## config.mk

```make
export PLATFORM = sky130hd
export DESIGN_NAME = axis_video_frame_source
export DESIGN_NICKNAME = d
export VERILOG_FILES = /design/src/rtl/axis_video_frame_source.sv
export SDC_FILE = /design/constraint.sdc
export NUM_CORES = 1
export LEC_CHECK = 0
export ABC_AREA = 1
export BUFFER_PORTS_ARGS = -buffer_cell sky130_fd_sc_hd__buf_2
export CAP_MARGIN = 20
export CORE_AREA = 10 10 116 118
export CTS_CLUSTER_SIZE = 16
export DETAILED_ROUTE_END_ITERATION = 10
export DIE_AREA = 0 0 126 128
export PLACE_DENSITY_LB_ADDON = 0.12
export REMOVE_ABC_BUFFERS = 1
export SLEW_MARGIN = 5
export SYNTH_ARGS = -nofsm -noshare
export SYNTH_HDL_FRONTEND = slang
export SYNTH_SLANG_ARGS = --single-unit
export TNS_END_PERCENT = 5
```

## constraint.sdc

```tcl
create_clock -name i_sys_clk -period 3.37 [get_ports i_sys_clk]
set_input_delay 0.337 -clock i_sys_clk [delete_from_list [all_inputs] [get_ports i_sys_clk]]
set_output_delay 0.337 -clock i_sys_clk [all_outputs]
set_load 0.03 [all_outputs]
```

## src/rtl/axis_video_frame_source.sv

```systemverilog
// AXI4-Stream video master: emits HEIGHT x WIDTH ramp frames with tuser on the first
// pixel and tlast at end of line, honouring tready back-pressure, single-shot or continuous.
module axis_video_frame_source #(
    parameter int N          = 8,
    parameter int HEIGHT     = 355,
    parameter int WIDTH      = 355,
    parameter int GAP_CYCLES = 4
) (
    input  logic         i_sys_clk,
    input  logic         i_sys_aresetn,
    input  logic         i_start,
    input  logic         i_continuous,
    input  logic         i_video_tready,
    output logic [N-1:0] o_video_tdata,
    output logic         o_video_tvalid,
    output logic         o_video_tlast,
    output logic         o_video_tuser,
    output logic         o_busy,
    output logic         o_frame_done,
    output logic [15:0]  o_frame_count
);

    localparam int CW = 12;
    localparam logic [CW-1:0] LAST_PIX  = CW'(WIDTH - 1);
    localparam logic [CW-1:0] LAST_LINE = CW'(HEIGHT - 1);
    localparam logic [15:0]   GAP_LAST  = 16'((GAP_CYCLES > 0) ? GAP_CYCLES - 1 : 0);

    typedef enum logic [1:0] {S_IDLE = 2'd0, S_SEND = 2'd1, S_GAP = 2'd2} state_t;

    state_t        state_q;
    logic [CW-1:0] pixel_cnt_q, pixel_cnt_d;
    logic [CW-1:0] line_cnt_q, line_cnt_d;
    logic [15:0]   gap_cnt_q;
    logic [15:0]   frame_count_q, frame_count_d;
    logic [N-1:0]  tdata_q;
    logic          tvalid_q, tlast_q, tuser_q, busy_q, done_q;
    logic          xfer, last_pix, last_beat, end_of_frame, gap_done, launch;

    // Ramp value of a beat: pixel + line + frame index, truncated to the pixel width.
    function automatic logic [N-1:0] ramp(input logic [CW-1:0] pix, input logic [CW-1:0] line,
                                          input logic [15:0] fc);
        logic [31:0] sum;
        sum = 32'(pix) + 32'(line) + 32'(fc);
        return sum[N-1:0];
    endfunction

    // NOTE: every signal gets a value on every path here, so no latch can be inferred.
    always_comb begin
        xfer          = tvalid_q & i_video_tready;
        last_pix      = (pixel_cnt_q == LAST_PIX);
        last_beat     = last_pix && (line_cnt_q == LAST_LINE);
        end_of_frame  = (state_q == S_SEND) && xfer && last_beat;
        gap_done      = (state_q == S_GAP) && (gap_cnt_q == GAP_LAST);
        launch        = (i_start | i_continuous) &&
                        ((state_q == S_IDLE) || gap_done || (end_of_frame && (GAP_CYCLES == 0)));
        frame_count_d = end_of_frame ? frame_count_q + 16'd1 : frame_count_q;
        pixel_cnt_d   = last_pix ? '0 : pixel_cnt_q + 1'b1;
        line_cnt_d    = last_pix ? line_cnt_q + 1'b1 : line_cnt_q;
    end

    // NOTE: non-blocking assignments only, so every register samples pre-edge values.
    always_ff @(posedge i_sys_clk or negedge i_sys_aresetn) begin
        if (!i_sys_aresetn) begin
            state_q       <= S_IDLE;
            pixel_cnt_q   <= '0;
            line_cnt_q    <= '0;
            gap_cnt_q     <= '0;
            frame_count_q <= '0;
            tdata_q       <= '0;
            tvalid_q      <= 1'b0;
            tlast_q       <= 1'b0;
            tuser_q       <= 1'b0;
            busy_q        <= 1'b0;
            done_q        <= 1'b0;
        end else begin
            done_q        <= end_of_frame;
            frame_count_q <= frame_count_d;
            if (launch) begin
                // Present beat (0,0) of a new frame; data uses the already-updated frame index.
                state_q     <= S_SEND;
                pixel_cnt_q <= '0;
                line_cnt_q  <= '0;
                gap_cnt_q   <= '0;
                tvalid_q    <= 1'b1;
                tuser_q     <= 1'b1;
                tlast_q     <= (WIDTH == 1);
                tdata_q     <= ramp('0, '0, frame_count_d);
                busy_q      <= 1'b1;
            end else begin
                case (state_q)
                    S_SEND: begin
                        if (xfer) begin
                            if (last_beat) begin
                                tvalid_q  <= 1'b0;
                                tlast_q   <= 1'b0;
                                tuser_q   <= 1'b0;
                                tdata_q   <= '0;
                                gap_cnt_q <= '0;
                                if (GAP_CYCLES > 0) begin
                                    state_q <= S_GAP;
                                end else begin
                                    state_q <= S_IDLE;
                                    busy_q  <= 1'b0;
                                end
                            end else begin
                                pixel_cnt_q <= pixel_cnt_d;
                                line_cnt_q  <= line_cnt_d;
                                tuser_q     <= 1'b0;
                                tlast_q     <= (pixel_cnt_d == LAST_PIX);
                                tdata_q     <= ramp(pixel_cnt_d, line_cnt_d, frame_count_q);
                            end
                        end
                    end
                    S_GAP: begin
                        if (gap_done) begin
                            state_q <= S_IDLE;
                            busy_q  <= 1'b0;
                        end else begin
                            gap_cnt_q <= gap_cnt_q + 16'd1;
                        end
                    end
                    default: state_q <= S_IDLE;
                endcase
            end
        end
    end

    assign o_video_tdata  = tdata_q;
    assign o_video_tvalid = tvalid_q;
    assign o_video_tlast  = tlast_q;
    assign o_video_tuser  = tuser_q;
    assign o_busy         = busy_q;
    assign o_frame_done   = done_q;
    assign o_frame_count  = frame_count_q;

endmodule

```

==> impl_metrics.sql, run 1 <==
INSERT INTO impl_metrics (metric_group, metric, value, unit) VALUES
('timing', 'period_utilisation_layout', '93.3', '%'),
('timing', 'clock.fmax', '318', 'MHz'),
('layout', 'flow.area_growth_from_synthesis', '12.9', '%'),
('critical_path', 'timing.critical_path.mode_cell', 'nand2_1', ''),
('run', 'drv.max_cap_violation_count', '0', ''),
('route', 'drt-total-wl', '12400', 'um'),
('floorplan', 'total_number_of_placement_rows', '39', ''),
('power_and_ir_drop', 'power.leakage', '2.56', 'nW'),
('global_route', 'globalRouteOverflowTotal', '0', ''),
('global_route', 'grtUsageTotal', '15.7', '%'),
('clock_tree', 'cts-buffers-inserted', '9', ''),
('critical_path', 'worstPathRequired', '3.60', 'ns'),
('layout', 'final_cell_count_no_fill', '821', ''),
('timing', 'timing.slew.headroom', '37.6', '%'),
('timing', 'timing_hold_violations_final', '0', ''),
('place', 'place_inst', '803', ''),
('place', 'port_buffers', '33', ''),
('layout', 'multiInputGateArea', '0.00280', 'mm^2'),
('route', 'post_drt_via_cell_ratio', '5.19', ''),
('layout', 'num_antenna_cells', '0', ''),
('clock_tree', 'htree_num_levels', '3', ''),
('clock_tree', 'numClockSinks', '71', ''),
('power_and_ir_drop', 'vdd_ir_drop_max', '0.000276', 'V'),
('route', 'post_drt_wl_per_cell', '15.2', 'um'),
('critical_path', 'critPathMaxStageDelay', '0.47', 'ns'),
('global_route', 'grt_pass1_wl', '20600', 'um'),
('route', 'drt_iter0_markers', '320', ''),
('global_route', 'maximum_number_of_pins_on_one_net_before_global_route_repair', '72', ''),
('global_route', 'vias_in_the_first_global_route', '4081', ''),
('layout', 'finish.net_count', '698', ''),
('synth', 'synth_flop_type', 'dfrtp_1', ''),
('critical_path', 'critical_path.startpoint_type', 'register', ''),
('timing', 'final-setup-viol-count', '0', ''),
('synth', 'seq_area_frac_synth', '36.0', '%'),
('floorplan', 'vertical_die_dimension', '128', 'um'),
('layout', 'fillerInstances', '1092', ''),
('clock_tree', 'post_cts_clock_slew_at_the_launch_and_capture_registers_of_the_worst_setup_and_hold_paths', '0.06', 'ns'),
('global_route', 'antenna_found_initial', '0', ''),
('power_and_ir_drop', 'power-per-cell-area', '531', 'mW/mm^2'),
('floorplan', 'io-pin-count', '34', ''),
('synth', 'avgSynthCellArea', '7.74', 'um^2'),
('route', 'via_count', '4263', ''),
('floorplan', 'dieWidth', '126', 'um'),
('critical_path', 'setup.worst_path.end_class', 'register', ''),
('critical_path', 'type_of_the_setup_path_with_the_least_slack', 'register to register', ''),
('synth', 'post_synth_inst_count', '638', ''),
('place', 'hpwl', '9390', 'um'),
('timing', 'final-max-slew-violation-count', '0', ''),
('synth', 'yosys_warns', '0', ''),
('critical_path', 'cp_slowest_cell', 'fa_1', ''),
('critical_path', 'path_cells', 'inv_1, ha_1, inv_1, nor2_4, nand3_4, nor2_2, nand2_1, xor2_1, fa_1, ha_1, nand2_1, nand2_1, a31oi_1, xor2_1, o21a_1, a21oi_1', ''),
('floorplan', 'initial_utilization', '44.0', '%'),
('place', 'gp_routability_congestion', '0.909', ''),
('synth', 'asyncSetResetFlopFracSynth', '100', '%'),
('clock_tree', 'tritoncts_clock_tree', 'done', ''),
('synth', 'synth_enable_flop_cells', '0', ''),
('clock_tree', 'clock_tree.buffer_depth', '2', ''),
('synth', 'post-synth-top-area-fraction', '36.0', '%'),
('floorplan', 'die_footprint', '0.0161', 'mm^2'),
('power_and_ir_drop', 'total_power', '0.00296', 'W'),
('clock_tree', 'clock_insertion_delay_worst_skew', '0.34', 'ns'),
('timing', 'timing.clock.skew', '0.00829', 'ns'),
('synth', 'synthesis.area', '0.00494', 'mm^2'),
('synth', 'ys_types', '41', ''),
('layout', 'area.sequential', '0.00178', 'mm^2'),
('critical_path', 'crit_path_max_fanout', '5', ''),
('timing', 'period_minus_slack', '3.14', 'ns'),
('synth', 'synth_top_area_cell', 'dfrtp_1', ''),
('route', 'route.detailed.drc', '0', ''),
('floorplan', 'core-area', '0.0112', 'mm^2'),
('timing', 'slew_worst_pin', '0.936', 'ns'),
('route', 'postRouteAntennaNets', '0', ''),
('clock_tree', 'clk_root_buffer_cell', 'clkbuf_16', ''),
('route', 'detail_route.first_pass.iterations', '5', ''),
('worst_hold_path', 'worst_min_delay_path_class', 'input pin to asynchronous set/reset pin', ''),
('synth', 'synth_top_cells_by_area', 'dfrtp_1 36%, nand2_1 13%, inv_1 5.5%, nand3_1 5.2%, xor2_1 4.4%', ''),
('critical_path', 'worstPathArrival', '3.37', 'ns'),
('synth', 'synth.ff_latch_count', '71', ''),
('run_status', 'status', 'complete, no violations', ''),
('layout', 'drive_gt1_share', '17.8', '%');
[state kept, by name, indices dropped and copies added (netlist names)]
register        count
o_frame_count      16
o_frame_done        1
o_video_tlast       1
pixel_cnt_q        12
o_video_tuser       1
line_cnt_q         12
o_video_tvalid      1
gap_cnt_q          16
o_busy              1
state_q             2
o_video_tdata       8
[critical path: cells and delay by family (launching register included)]
kind	cells	cell delay, ns
DFF	1	0.39
adders and majority gates	3	1.00
buffers and inverters	2	0.21
and+or+nand+nor	6	0.66
xor gates and xnor gates	2	0.39
AOI/OAI and AO/OA	3	0.37
[path summary, 6_finish.rpt]
kind,start,to,slack (ns),depth (start not counted)
worst max-delay path,pixel_cnt_q[0]$_DFFE_PN0P_,o_video_tdata[5]$_DFFE_PN0P_,0.23,16
worst min-delay path,i_sys_aresetn,o_frame_count[3]$_DFF_PN0_,0.13,1
worst max register to register,pixel_cnt_q[0]$_DFFE_PN0P_,o_video_tdata[5]$_DFFE_PN0P_,0.23,16
worst min register to register,o_video_tlast$_DFFE_PN0P_,o_video_tlast$_DFFE_PN0P_,0.48,2
max in group asynchronous,i_sys_aresetn,line_cnt_q[0]$_DFFE_PN0P_,2.62,1
min in group i_sys_clk,o_video_tlast$_DFFE_PN0P_,o_video_tlast$_DFFE_PN0P_,0.48,2
[kinds of logic after synthesis]
kind of cell             count (synthesis)  synth area share (%)
flip-flops                              71                  36.0
adder cells (fa/ha/maj)                 20                  6.28
buffers and inverters                   97                  8.64
AND/OR/NAND/NOR                        353                  33.7
XOR/XNOR                                34                  6.41
AO/OA/AOI/OAI                           63                  9.04
[final cells by class]
type	count	area share, %
flip-flops and latches	71	31.9
clock buffers	12	4.60
clock inverters	4	0.965
inverters	86	5.92
well taps	143	3.21
repair buffers	35	3.28
multi-input cells	470	50.2
[power breakdown]
group / switching, W / internal, W / leakage (nW)
Sequential: 0.0000621 / 0.000939 / 0.930
Combinational: 0.000699 / 0.000269 / 1.49
Clock: 0.000375 / 0.000615 / 0.145
Total: 0.00114 / 0.00182 / 2.56
[routing by layer]
layer  GRT usage [%]  part of all wire (%)  vias to the layer above
met2            24.1                    45                       98
met4            6.90                   2.2                        0
met3            2.98                   4.2                       19
li1                -                     -                     2142
met1            21.1                    49                     2004
met5               0                     0                        -
[placed cells by master (no fill, tap or decap), types with 4 or more instances in the layout]
master     instances
a21oi_1            8
buf_2             32
clkbuf_16          9
dfrtp_1           71
fa_1               7
ha_1              10
inv_1             73
inv_2             11
nand2_1          173
nand2_2           10
nand2_4            5
nand3_1           50
nand3b_1           5
nand4_1           17
nor2_1            41
nor2_2             8
nor2_4             8
nor3_1            23
nor4_1             5
o21ai_0           22
o21ai_1            4
o21ai_2            4
o22ai_2           10
o31ai_1            4
xnor2_1            8
xor2_1            25
[timing repair]
action,in CTS,in global routing
setup endpoints to repair,0,4
setup buffers,0,2
hold buffers,0,0
resized for setup,0,12
[stage by stage]
| stage | worst slack [ns] | setup TNS [ns] | utilization [%] | hold WS (ns) | area, um^2 |
|---|---|---|---|---|---|
| global route | -0.0123 | -0.0179 | 49.7 | 0.211 | 5580 |
| CTS | 0.0796 | 0 | 49.0 | 0.176 | 5500 |
| finish | 0.226 | 0 | 49.7 | 0.128 | 5580 |
| detailed placement | 0.0986 | 0 | 46.2 | 0.472 | 5190 |
| global placement | 0.207 | 0 | 46.2 | 0.464 | 5190 |
| floorplan | 0.394 | 0 | - | 0.0414 | 4840 |
[synth_stat cells, types with 2 or more instances]
master,number
nand3b_1,5
nand3_1,51
o22ai_2,10
or2_2,2
clkbuf_1,2
inv_1,73
o21a_1,2
xnor2_1,8
dfrtp_1,71
nor2_2,7
o21ai_2,4
nand2_1,173
xor2_1,25
o21ai_0,23
inv_2,11
nor3_1,24
nor4_1,5
nand2_2,10
nand2_4,5
a31oi_1,3
nand4_1,17
buf_6,5
o31ai_1,4
ha_1,12
o22ai_1,2
o21ai_1,3
nor2_1,44
fa_1,8
nand3_2,2
buf_2,2
nand3_4,2
a21oi_1,8
a21o_1,2
nor2_4,6
No activity file was read; power rests on OpenSTA's default activity.
==> inputs of run 2 (changes only) <==
- CORE_AREA: 10 10 116 118 -> 10 10 123 125
- DIE_AREA: 0 0 126 128 -> 0 0 133 135
==> impl_metrics.sql, run 2 (same netlist as run 1, synthesis figures left out) <==
INSERT INTO impl_metrics (metric_group, metric, value, unit) VALUES
('run_status', 'status', 'complete, no violations', ''),
('route', 'route.detailed.drc', '0', ''),
('global_route', 'antenna_found_initial', '0', ''),
('place', 'hpwl', '9510', 'um'),
('clock_tree', 'clock_insertion_delay_worst_skew', '0.34', 'ns'),
('route', 'drt_iter0_markers', '333', ''),
('global_route', 'vias_in_the_first_global_route', '4118', ''),
('floorplan', 'core-area', '0.0126', 'mm^2'),
('route', 'post_drt_via_cell_ratio', '4.97', ''),
('floorplan', 'io-pin-count', '34', ''),
('critical_path', 'worstPathArrival', '3.37', 'ns'),
('layout', 'finish.net_count', '699', ''),
('timing', 'timing.clock.skew', '0.00860', 'ns'),
('route', 'detail_route.first_pass.iterations', '7', ''),
('power_and_ir_drop', 'switching_share', '36.7', '%'),
('power_and_ir_drop', 'power-per-cell-area', '545', 'mW/mm^2'),
('power_and_ir_drop', 'p_int', '0.00195', 'W'),
('timing', 'slew_worst_pin', '0.949', 'ns'),
('clock_tree', 'clk_root_buffer_cell', 'clkbuf_16', ''),
('critical_path', 'crit_path_max_fanout', '4', ''),
('global_route', 'grt.met1_usage', '18.5', '%'),
('global_route', 'groute.layer.met2.usage', '23.5', '%'),
('critical_path', 'setup.worst_path.end_class', 'register', ''),
('floorplan', 'total_number_of_placement_rows', '41', ''),
('power_and_ir_drop', 'power.leakage', '2.59', 'nW'),
('timing', 'timing.slew.headroom', '36.7', '%'),
('timing', 'final-setup-viol-count', '0', ''),
('global_route', 'maximum_number_of_pins_on_one_net_before_global_route_repair', '72', ''),
('route', 'postRouteAntennaNets', '0', ''),
('floorplan', 'vertical_die_dimension', '135', 'um'),
('critical_path', 'worstPathRequired', '3.64', 'ns'),
('global_route', 'grt-busiest-layer', 'met2', ''),
('clock_tree', 'post_cts_clock_slew_at_the_launch_and_capture_registers_of_the_worst_setup_and_hold_paths', '0.06', 'ns'),
('power_and_ir_drop', 'clockPowerShare', '36.0', '%'),
('layout', 'drive_gt1_share', '18.4', '%'),
('clock_tree', 'clock_tree.buffer_depth', '2', ''),
('global_route', 'globalRouteOverflowTotal', '0', ''),
('timing', 'clock.fmax', '323', 'MHz'),
('floorplan', 'dieWidth', '133', 'um'),
('global_route', 'grt_pass1_wl', '21100', 'um'),
('route', 'drt-total-wl', '12700', 'um'),
('timing', 'timing_hold_violations_final', '0', ''),
('worst_hold_path', 'worst_min_delay_path_class', 'input pin to asynchronous set/reset pin', ''),
('clock_tree', 'numClockSinks', '71', ''),
('layout', 'layout_commonest_cell', 'nand2_1', ''),
('floorplan', 'initial_utilization', '39.3', '%'),
('power_and_ir_drop', 'pwr-share-seq', '32.6', '%'),
('run', 'drv.max_cap_violation_count', '0', ''),
('clock_tree', 'cts-buffers-inserted', '9', ''),
('timing', 'final-max-slew-violation-count', '0', ''),
('route', 'post_drt_wl_per_cell', '15.0', 'um'),
('place', 'gp_routability_congestion', '0.936', ''),
('critical_path', 'critical_path.startpoint_type', 'register', ''),
('timing', 'timing.setup.tns', '0', 'ns'),
('global_route', 'gr-usage-met3', '4.23', '%'),
('timing', 'period_utilisation_layout', '92.0', '%'),
('critical_path', 'type_of_the_setup_path_with_the_least_slack', 'register to register', ''),
('place', 'place_inst', '834', ''),
('place', 'port_buffers', '33', ''),
('layout', 'layout.cells.most_common_list', '173 x nand2_1, 72 x inv_1, 71 x dfrtp_1', ''),
('power_and_ir_drop', 'total_power', '0.00308', 'W'),
('timing', 'period_minus_slack', '3.10', 'ns'),
('global_route', 'grtUsageTotal', '14.6', '%'),
('power_and_ir_drop', 'power.switching', '0.00113', 'W'),
('floorplan', 'die_footprint', '0.0180', 'mm^2'),
('power_and_ir_drop', 'combPwrFrac', '31.4', '%'),
('layout', 'num_antenna_cells', '0', ''),
('route', 'via_count', '4225', ''),
('layout', 'flow.area_growth_from_synthesis', '14.5', '%'),
('power_and_ir_drop', 'vdd_ir_drop_max', '0.000372', 'V'),
('clock_tree', 'htree_num_levels', '3', ''),
('clock_tree', 'tritoncts_clock_tree', 'done', ''),
('layout', 'final_cell_count_no_fill', '850', ''),
('timing', 'grt_setup_unrepaired', 'false', ''),
('clock_tree', 'cts.hold.buffers_added', '0', '');
run 2: cell count changes in the layout (fill, tap and decap cells not counted), sizes merged:
cell,delta
buf,+1
bufinv,+2
clkinvlp,-1
clkbuf,-2
run 2: worst max-delay path: stages (launching register included):
cell and delay (ns):
dfrtp_1 0.40, inv_2 0.08, ha_1 0.14, inv_1 0.07
nor2_2 0.18, nand3_4 0.14, nor2_4 0.13, xor2_1 0.11
fa_1 0.52, inv_1 0.06, fa_1 0.46, inv_1 0.10
nand4_1 0.13, nand3_1 0.09, nand2_1 0.05, nand2_1 0.07
inv_1 0.05, nand2_1 0.05, nand3_1 0.06, a21oi_1 0.14
run 2: repair_timing:
action,4_1_cts,5_1_grt
setup buffers,0,1
resized for setup,0,15
setup endpoints to repair,0,4
endpoints found under the hold margin,0,0
run 2: final cells by class:
cell class	instances	area [um^2]
well taps	172	215
inverters	86	330
fillers	1251	6910
flip-flops and latches	71	1780
clock buffers	10	239
clock inverters	5	106
repair buffers	36	190
multi-input cells	470	2800
run 2: layer usage:
metal | share of wire [%] | wire length (um) | vias up
met1 | 47 | 5950 | 1993
li1 | - | - | 2145
met4 | 1.6 | 205 | 0
met2 | 47 | 6020 | 69
met3 | 4.2 | 539 | 18
met5 | 0 | 0 | -
run 2: final timing paths:
kind | startpoint | endpoint | slack (ns) | cells after the start
worst min register to register | o_video_tlast$_DFFE_PN0P_ | o_video_tlast$_DFFE_PN0P_ | 0.48 | 2
max in group asynchronous | i_sys_aresetn | pixel_cnt_q[6]$_DFFE_PN0P_ | 2.61 | 1
min in group i_sys_clk | o_video_tlast$_DFFE_PN0P_ | o_video_tlast$_DFFE_PN0P_ | 0.48 | 2
worst max-delay path | pixel_cnt_q[0]$_DFFE_PN0P_ | o_video_tdata[7]$_DFFE_PN0P_ | 0.27 | 19
worst min-delay path | i_sys_aresetn | o_frame_count[10]$_DFFE_PN0P_ | 0.14 | 1
worst max register to register | pixel_cnt_q[0]$_DFFE_PN0P_ | o_video_tdata[7]$_DFFE_PN0P_ | 0.27 | 19
run 2: metrics by stage:
step | utilization (%) | hold WS (ns) | cell area, um^2 | worst slack [ns]
2_1_floorplan | - | 0.0414 | 4840 | 0.394
3_3_place_gp | 41.7 | 0.466 | 5240 | 0.257
3_5_place_dp | 41.7 | 0.467 | 5240 | 0.161
4_1_cts | 44.5 | 0.174 | 5590 | 0.157
5_1_grt | 45.0 | 0.201 | 5650 | 0.0277
6_report | 45.0 | 0.137 | 5650 | 0.270
run 2: power by group through the flow:
stage | clock network, W | logic (W) | registers [W]
2_1_floorplan | 0 | 0.000605 | 0.00110
3_3_place_gp | 0 | 0.000972 | 0.00102
3_5_place_dp | 0 | 0.000976 | 0.00102
4_1_cts | 0.00114 | 0.000979 | 0.00100
5_1_grt | 0.00118 | 0.00108 | 0.00101
6_report | 0.00111 | 0.000967 | 0.00101
